--- src/rtl/mem_stall_ctrl.sv ---
// MEM-stage access sequencer for a req/ack DRAM port; holds the pipeline via `stop` while an access is in flight.
// Optional request timeout enabled by defining MEM_TIMEOUT_EN.
module mem_stall_ctrl #(
  parameter int DW      = 32,
  parameter int AW      = 32,
  parameter int TIMEOUT = 64
) (
  input  logic          clk,
  input  logic          rst,
  input  logic          mem_have_inst,
  input  logic          mem_dram_re,
  input  logic          mem_dram_we,
  input  logic [AW-1:0] mem_addr,
  input  logic [DW-1:0] mem_wdata,
  input  logic          dram_ack,
  input  logic [DW-1:0] dram_rdata,
  output logic          dram_req,
  output logic          dram_wr,
  output logic [AW-1:0] dram_addr,
  output logic [DW-1:0] dram_wdata,
  output logic          stop,
  output logic [DW-1:0] mem_rdata,
  output logic          mem_rdata_vld,
  output logic          mem_err
);

  localparam logic [1:0] IDLE = 2'd0;
  localparam logic [1:0] REQ  = 2'd1;
  localparam logic [1:0] DONE = 2'd2;

  logic [1:0] state_reg;
  logic [1:0] state_next;
  logic       access;
  logic       abort;

  assign access = mem_have_inst & (mem_dram_re | mem_dram_we);

`ifdef MEM_TIMEOUT_EN
  localparam int LIMIT = TIMEOUT - 1;
  logic [7:0] cnt_reg;

  // Ack takes priority over expiry in the same cycle.
  assign abort = (state_reg == REQ) & ~dram_ack & ({24'd0, cnt_reg} == LIMIT[31:0]);

  always_ff @(posedge clk or posedge rst) begin
    if (rst) begin
      cnt_reg <= 8'd0;
    end else if (state_reg == IDLE && access) begin
      cnt_reg <= 8'd0;
    end else if (state_reg == REQ && !dram_ack && cnt_reg != 8'hFF) begin
      cnt_reg <= cnt_reg + 8'd1;
    end
  end
`else
  logic [31:0] unused_timeout;
  assign unused_timeout = TIMEOUT;
  assign abort = 1'b0;
`endif

  always_comb begin
    state_next = state_reg;
    case (state_reg)
      IDLE:    if (access) state_next = REQ;
      REQ:     if (dram_ack || abort) state_next = DONE;
      DONE:    state_next = IDLE;
      default: state_next = IDLE;
    endcase
  end

  // Gated by rst so the freeze releases immediately when an access is abandoned.
  assign stop = ~rst & (((state_reg == IDLE) & access) | (state_reg == REQ));

  always_ff @(posedge clk or posedge rst) begin
    if (rst) begin
      state_reg     <= IDLE;
      dram_req      <= 1'b0;
      dram_wr       <= 1'b0;
      dram_addr     <= '0;
      dram_wdata    <= '0;
      mem_rdata     <= '0;
      mem_rdata_vld <= 1'b0;
      mem_err       <= 1'b0;
    end else begin
      state_reg     <= state_next;
      mem_rdata_vld <= 1'b0;
      mem_err       <= 1'b0;
      case (state_reg)
        IDLE: begin
          if (access) begin
            dram_addr  <= mem_addr;
            dram_wdata <= mem_wdata;
            dram_wr    <= mem_dram_we;
            dram_req   <= 1'b1;
          end
        end
        REQ: begin
          if (dram_ack) begin
            dram_req      <= 1'b0;
            mem_rdata_vld <= 1'b1;
            if (!dram_wr) mem_rdata <= dram_rdata;
          end else if (abort) begin
            dram_req      <= 1'b0;
            mem_rdata_vld <= 1'b1;
            mem_err       <= 1'b1;
            mem_rdata     <= '0;
          end
        end
        default: begin
        end
      endcase
    end
  end

endmodule
--- config.mk ---
export PLATFORM = sky130hd
export DESIGN_NAME = mem_stall_ctrl
export DESIGN_NICKNAME = d
export VERILOG_FILES = /design/src/rtl/mem_stall_ctrl.sv
export SDC_FILE = /design/constraint.sdc
export NUM_CORES = 1
export LEC_CHECK = 0
export BUFFER_PORTS_ARGS = -buffer_cell sky130_fd_sc_hd__clkbuf_2
export CORE_UTILIZATION = 30
export DETAILED_ROUTE_END_ITERATION = 12
export HOLD_SLACK_MARGIN = 0.05
export SLEW_MARGIN = 20
export SYNTH_ARGS = -nofsm -noshare
export SYNTH_HDL_FRONTEND = slang
export SYNTH_SLANG_ARGS = --single-unit
--- constraint.sdc ---
create_clock -name clk -period 3.32 [get_ports clk]
set_input_delay 0 -clock clk [delete_from_list [all_inputs] [get_ports clk]]
set_output_delay 0 -clock clk [all_outputs]
set_load 0.01 [all_outputs]
==> results of run 1 <==
[layout make-up]
class	instances	area (sq um)
Timing Repair Buffer	302	2012
Clock buffer	14	264.0
Inverter	4	17.52
Multi-Input combinational cell	107	1257
Tap cell	172	215.2
Fill cell	1097	6296
Sequential cell	101	2527
Clock inverter	1	30.03
[power groups by stage]
stage / Sequential, mW / Combinational [mW] / Clock (mW)
after floorplan: 2.22 / 0.641 / 0
after global placement: 1.97 / 1.52 / 0
after detailed placement: 2.00 / 1.54 / 0
after CTS: 1.98 / 1.63 / 1.09
after global routing: 2.05 / 1.76 / 1.14
final: 1.99 / 1.62 / 1.04
[metrics by stage]
step	std cells	total power, mW	worst slack, ns
after floorplan	224	2.858	0.6729
after global placement	587	3.492	1.513
after detailed placement	587	3.536	1.435
after CTS	701	4.706	1.260
after global routing	701	4.946	1.136
final	701	4.647	1.266
[worst reg2reg max path, cell delays in order (launching register included)]
cell and delay [ns]:
dfrtp_1 0.38, or3_4 0.84, mux2_2 0.47
[cells by family after synthesis]
| group | Yosys count | share of synthesized area |
|---|---|---|
| DFF | 101 | 0.6516 |
| muxes | 97 | 0.3087 |
| other | 1 | 0.0009668 |
| buffers and inverters | 16 | 0.02613 |
| AOI/OAI and AO/OA | 3 | 0.004514 |
| and+or+nand+nor | 6 | 0.008067 |
[layer usage]
metal / routed length [microns] / vias up / track usage
met4: 170 / 0 / 0.06838
met3: 719 / 12 / 0.04550
li1: - / 1375 / -
met2: 4892 / 114 / 0.2551
met1: 3665 / 1400 / 0.1566
met5: 0 / - / 0
[Yosys cell counts]
master and instances:
or3_1 1, inv_1 4, nand2b_1 1, o21ai_0 1
conb_1 1, buf_2 6, nor2_1 1, clkbuf_1 1
buf_4 1, a211oi_1 1, mux2_2 69, dfrtp_1 101
mux2_4 28, o21ai_1 1, nand3b_1 1, buf_6 4
nand2_1 2
[how the worst min path moves through the flow]
stage | startpoint | end | slack, ns
2_1_floorplan | rst | stop | 0.05
3_3_place_gp | dram_ack | state_reg[0]$_DFFE_PP0P_ | 0.22
3_5_place_dp | dram_ack | state_reg[0]$_DFFE_PP0P_ | 0.23
4_1_cts | mem_wdata[22] | dram_wdata[22]$_DFFE_PP0P_ | 0.40
5_1_grt | mem_addr[6] | dram_addr[6]$_DFFE_PP0P_ | 0.42
6_report | rst | dram_wdata[3]$_DFFE_PP0P_ | 0.42
==> key figures, run 1 <==
Logic synthesis
  • Dominant cells by area after synthesis: dfrtp_1, mux2_2, mux2_4, buf_6, buf_2
  • Synth unique cells: 17
  • Warnings from Yosys: 0
  • Syn_area_per_cell: 17.32 sq um
  • Synth Cell Area: 3879 sq um
  • Post-synthesis net count: 326
  • Number of synthesized register bits: 101
  • Synth top area share: 0.6516
  • Register area share after synthesis: 0.6516
  • Area leader, netlist: dfrtp_1
  • Synthesized instance count: 224

Placed design
  • Post-DP HPWL: 5749 microns
  • IO buf count: 201
  • Gpl congestion: 0.6845
  • Dpl cell area: 5039 sq um

Final layout
  • Commonest non-fill, non-tap cell in the layout: clkbuf_2
  • Layout Nets: 627
  • Final Util: 0.5011
  • Largest registers: dram_addr x32, dram_wdata x32, mem_rdata x32
  • Finished Cell Area: 6324 sq um
  • Most frequent cells in the layout: clkbuf_2, dfrtp_1, dlygate4sd3_1
  • Share of cells above drive strength 1: 0.5955
  • Final antenna diode count: 0
  • Area Overhead vs Synth: 63.03%

Route
  • DR WL/cell: 13.48 microns
  • Via density: 4.138
  • Antenna-violating nets left: 0
  • Post-Route WL: 9447 microns
  • DRC: 0
  • Drt pass-1 iters: 3
  • Iteration-0 DRC count of the detailed router: 71
  • Detailed-route via count: 2901

Timing
  • Rel. slew slack: 0.2865
  • Final Cycle Share: 0.6187
  • Setup Skew: 0.006074 ns
  • Final setup viols: 0
  • Final hold slack: 0.4185 ns
  • Final Critical Period: 2.054 ns
  • Slew Limit Fails: 0
  • Setup TNS Final: 0 ns
  • Worst-Margin Slew: 1.070 ns
  • Final hold viol count: 0
  • Unrepaired setup endpoints after global routing: no
  • Fmax: 0.4868 GHz

Clock network
  • CTS Hold Bufs: 99
  • # H-tree levels: 3
  • TritonCTS clock tree: yes
  • Clock root buffer: clkbuf_16
  • Worst-skew pair later-pin latency: 0.34 ns
  • # clock sinks: 101
  • Setup bufs post-CTS: 0
  • Post-cts gate resize count: 0
  • Max clock buf depth: 2
  • Reg clk slew, reported paths: 0.06 ns
  • Inserted Clock Buffers: 9

Pwr
  • Clk network pwr share: 0.224
  • Int Pwr: 3.259 mW
  • LEAKAGE: 3.173 nW
  • Pwr Density: 734.9 nW/um^2
  • Net Sw Power: 1.389 mW
  • Flop pwr share: 0.427
  • Logic pwr share: 0.348
  • Net Sw Frac: 0.2988
  • Peak VDD IR: 0.0002717 V

Setup path
  • R2R cell count: 2
  • Crit Reg-Reg Endpoint: dram_addr[23]$_DFFE_PP0P_
  • Buf+Inv Stages, Crit Path: 2
  • CP startpoint: mem_dram_we
  • Critical path type: in2reg
  • CP endpoint: dram_addr[23]$_DFFE_PP0P_
  • Max incr delay on CP: 0.88 ns
  • Cell Chain, Critical Path: dlygate4sd3_1, clkbuf_2, o21ai_1, or3_4, mux2_2
  • CP arrival: 2.27 ns
  • CP delay by family, top: simple AND/OR/NAND/NOR gates
  • CP max FO: 67
  • Worst Setup Start Kind: input pin
  • CP endpoint kind: flop
  • R2R setup slack: 1.52 ns
  • WP depth: 5
  • CP max-delay cell: or3_4
  • RR Startpoint: state_reg[0]$_DFFE_PP0P_
  • Crit path required time: 3.54 ns

Floorplan
  • CORE AREA: 12620 sq um
  • Row count: 41
  • Starting Density: 0.3074
  • IO Pins: 203
  • DIE WIDTH: 115.7 microns
  • Die Area: 13390 sq um
  • Die height: 115.7 microns

GRT
  • Pin count of the biggest net entering global routing: 79
  • Overall routing resource usage: 0.1440
  • First-pass GRT wire length: 14600 microns
  • Initial antenna violation count: 0
  • Vias in the first global route: 3062
  • Total gr overflow: 0

Job
  • Max Cap Viol: 0

Outcome
  • Run status: completed

Worst hold path
  • Worst hold-check path type: in2async
(Power assumes the default switching activity.)
==> run 2: changes to the inputs <==
==> constraint.sdc (replaced) <==
create_clock -name clk -period 2.1 [get_ports clk]
set_input_delay 0 -clock clk [delete_from_list [all_inputs] [get_ports clk]]
set_output_delay 0 -clock clk [all_outputs]
set_load 0.01 [all_outputs]
==> key figures, run 2 (synthesis results as in run 1) <==
Setup path
  • RR Startpoint: state_reg[1]$_DFFE_PP0P_
  • CP arrival: 1.88 ns (-0.39 ns)
  • R2R setup slack: 0.51 ns (-1.01 ns)
  • Crit Reg-Reg Endpoint: dram_wdata[22]$_DFFE_PP0P_
  • Max incr delay on CP: 0.54 ns (-0.34 ns)
  • Crit path required time: 2.32 ns (-1.22 ns)
  • CP max-delay cell: dlygate4sd3_1
  • Cell Chain, Critical Path: dlygate4sd3_1, clkbuf_2, o21ai_1, or3_4, buf_4, mux2_2
  • R2R cell count: 3 (+1)
  • Worst Setup Start Kind: input pin
  • CP max FO: 39 (-42%)
  • CP endpoint kind: flop
  • Critical path type: in2reg

Route
  • Post-Route WL: 9665 microns (+2.3%)
  • Iteration-0 DRC count of the detailed router: 96 (+35%)
  • DR WL/cell: 13.73 microns (+1.9%)
  • Detailed-route via count: 2954 (+1.8%)
  • Drt pass-1 iters: 4 (+1)
  • Via density: 4.196 (+1.4%)
  • Antenna-violating nets left: 0 (unchanged)
  • DRC: 0 (unchanged)

Floorplan
  • Starting Density: 0.3074 (unchanged)
  • Die height: 115.7 microns (unchanged)
  • CORE AREA: 12620 sq um (unchanged)
  • IO Pins: 203 (unchanged)
  • DIE WIDTH: 115.7 microns (unchanged)
  • Row count: 41 (unchanged)
  • Die Area: 13390 sq um (unchanged)

Clock network
  • Setup bufs post-CTS: 0 (unchanged)
  • Worst-skew pair later-pin latency: 0.34 ns (about the same)
  • Max clock buf depth: 2 (unchanged)
  • TritonCTS clock tree: yes
  • CTS Hold Bufs: 99 (unchanged)
  • Reg clk slew, reported paths: 0.06 ns (about the same)
  • Post-cts gate resize count: 0 (unchanged)
  • Clock root buffer: clkbuf_16
  • # clock sinks: 101 (unchanged)
  • Inserted Clock Buffers: 9 (unchanged)
  • # H-tree levels: 3 (unchanged)

Outcome
  • Run status: completed

Timing
  • Final hold viol count: 0 (unchanged)
  • Slew Limit Fails: 0 (unchanged)
  • Setup Skew: 0.004699 ns (-0.001375 ns)
  • Final Critical Period: 1.665 ns
  • Fmax: 0.6008 GHz
  • Worst-Margin Slew: 0.5271 ns (-0.5432 ns)
  • Setup TNS Final: 0 ns (unchanged)
  • Final Cycle Share: 0.7926
  • Unrepaired setup endpoints after global routing: no
  • Final hold slack: 0.1741 ns (-0.2444 ns)
  • Rel. slew slack: 0.6486 (+0.3621)
  • Final setup viols: 0 (unchanged)

Pwr
  • LEAKAGE: 3.195 nW (+0.67%)
  • Pwr Density: 1164 nW/um^2 (+58%)
  • Peak VDD IR: 0.0006966 V (+160%)
  • Pwr Total: 7.437 mW (+60%)

Final layout
  • Fin cells: 704 (+0.43%)
  • Area Overhead vs Synth: 64.71%
  • Share of cells above drive strength 1: 0.6015 (+0.006041)
  • Commonest non-fill, non-tap cell in the layout: clkbuf_2
  • Area of the multi-input gates: 1262 sq um (+0.40%)
  • Finished Cell Area: 6389 sq um (+1.0%)
  • Fill cells: 1137 (+3.6%)
  • Register area: 2527 sq um (unchanged)
  • Final antenna diode count: 0 (unchanged)
  • Layout Nets: 629 (+0.32%)
  • Most frequent cells in the layout: clkbuf_2, dfrtp_1, dlygate4sd3_1
  • Largest registers: dram_addr x32, dram_wdata x32, mem_rdata x32

Worst hold path
  • Worst hold-check path type: in2async

Placed design
  • Dpl cell area: 5085 sq um (+0.92%)
  • Placed Cells: 589 (+0.34%)
  • IO buf count: 201 (unchanged)
  • Post-DP HPWL: 6001 microns (+4.4%)
  • Gpl congestion: 0.6781 (-0.93%)

Job
  • Max Cap Viol: 0 (unchanged)

GRT
  • Total gr overflow: 0 (unchanged)
  • Overall routing resource usage: 0.1474 (+0.003390)
  • Pin count of the biggest net entering global routing: 91 (+15%)
  • Initial antenna violation count: 0 (unchanged)
  • First-pass GRT wire length: 14950 microns (+2.4%)
  • Vias in the first global route: 3107 (+1.5%)
run 2: cell count changes in the layout (fill, tap and decap cells not counted):
cell and change:
buf_12 +2, clkbuf_8 +1, nor2_4 +1, clkbuf_1 -2, clkinv_2 +1, inv_4 -1, nor2_2 -1, clkinvlp_4 +2
run 2: critical path, delay by kind of cell:
family / cells / cell delay [ns]
AOI/OAI and AO/OA: 1 / 0.19
buffers and inverters: 3 / 1.09
muxes: 1 / 0.41
and+or+nand+nor: 1 / 0.16
run 2: layout make-up:
class / instances / area share
flip-flops and latches: 101 / 0.3956
repair buffers: 304 / 0.3212
multi-input cells: 107 / 0.1976
clock buffers: 13 / 0.04230
well taps: 172 / 0.03369
clock inverters: 3 / 0.006659
inverters: 4 / 0.002938
run 2: power breakdown:
| part | leakage, nW | internal (mW) | switching (mW) |
|---|---|---|---|
| Sequential | 1.19 | 2.73 | 0.438 |
| Clock | 0.152 | 1.02 | 0.676 |
| Combinational | 1.85 | 1.45 | 1.12 |
| Total | 3.19 | 5.20 | 2.24 |
run 2: worst max-delay path by stage:
stage / cells after the start / from / end / slack, ns
6_report: 6 / mem_dram_we / dram_addr[19]$_DFFE_PP0P_ / 0.44
2_1_floorplan: 5 / state_reg[1]$_DFFE_PP0P_ / dram_wdata[10]$_DFFE_PP0P_ / 0.56
4_1_cts: 6 / mem_dram_we / dram_addr[7]$_DFFE_PP0P_ / 0.45
3_3_place_gp: 3 / state_reg[1]$_DFFE_PP0P_ / dram_wdata[22]$_DFFE_PP0P_ / 0.55
5_1_grt: 6 / mem_dram_we / dram_addr[20]$_DFFE_PP0P_ / 0.34
3_5_place_dp: 3 / state_reg[1]$_DFFE_PP0P_ / dram_wdata[4]$_DFFE_PP0P_ / 0.53
run 2: layer usage:
metal,wire length [microns],vias to the layer above,GRT usage
met3,612,13,0.04812
li1,-,1375,-
met1,3862,1447,0.1629
met4,166,0,0.06068
met2,5022,119,0.2611
met5,0,-,0
run 2: per-stage QoR:
stage                       util  setup slack, ns
after floorplan                -           0.5559
after global placement    0.4029           0.5535
after detailed placement  0.4029           0.5294
after CTS                 0.5062           0.4510
after global routing      0.5062           0.3409
final                     0.5062           0.4355
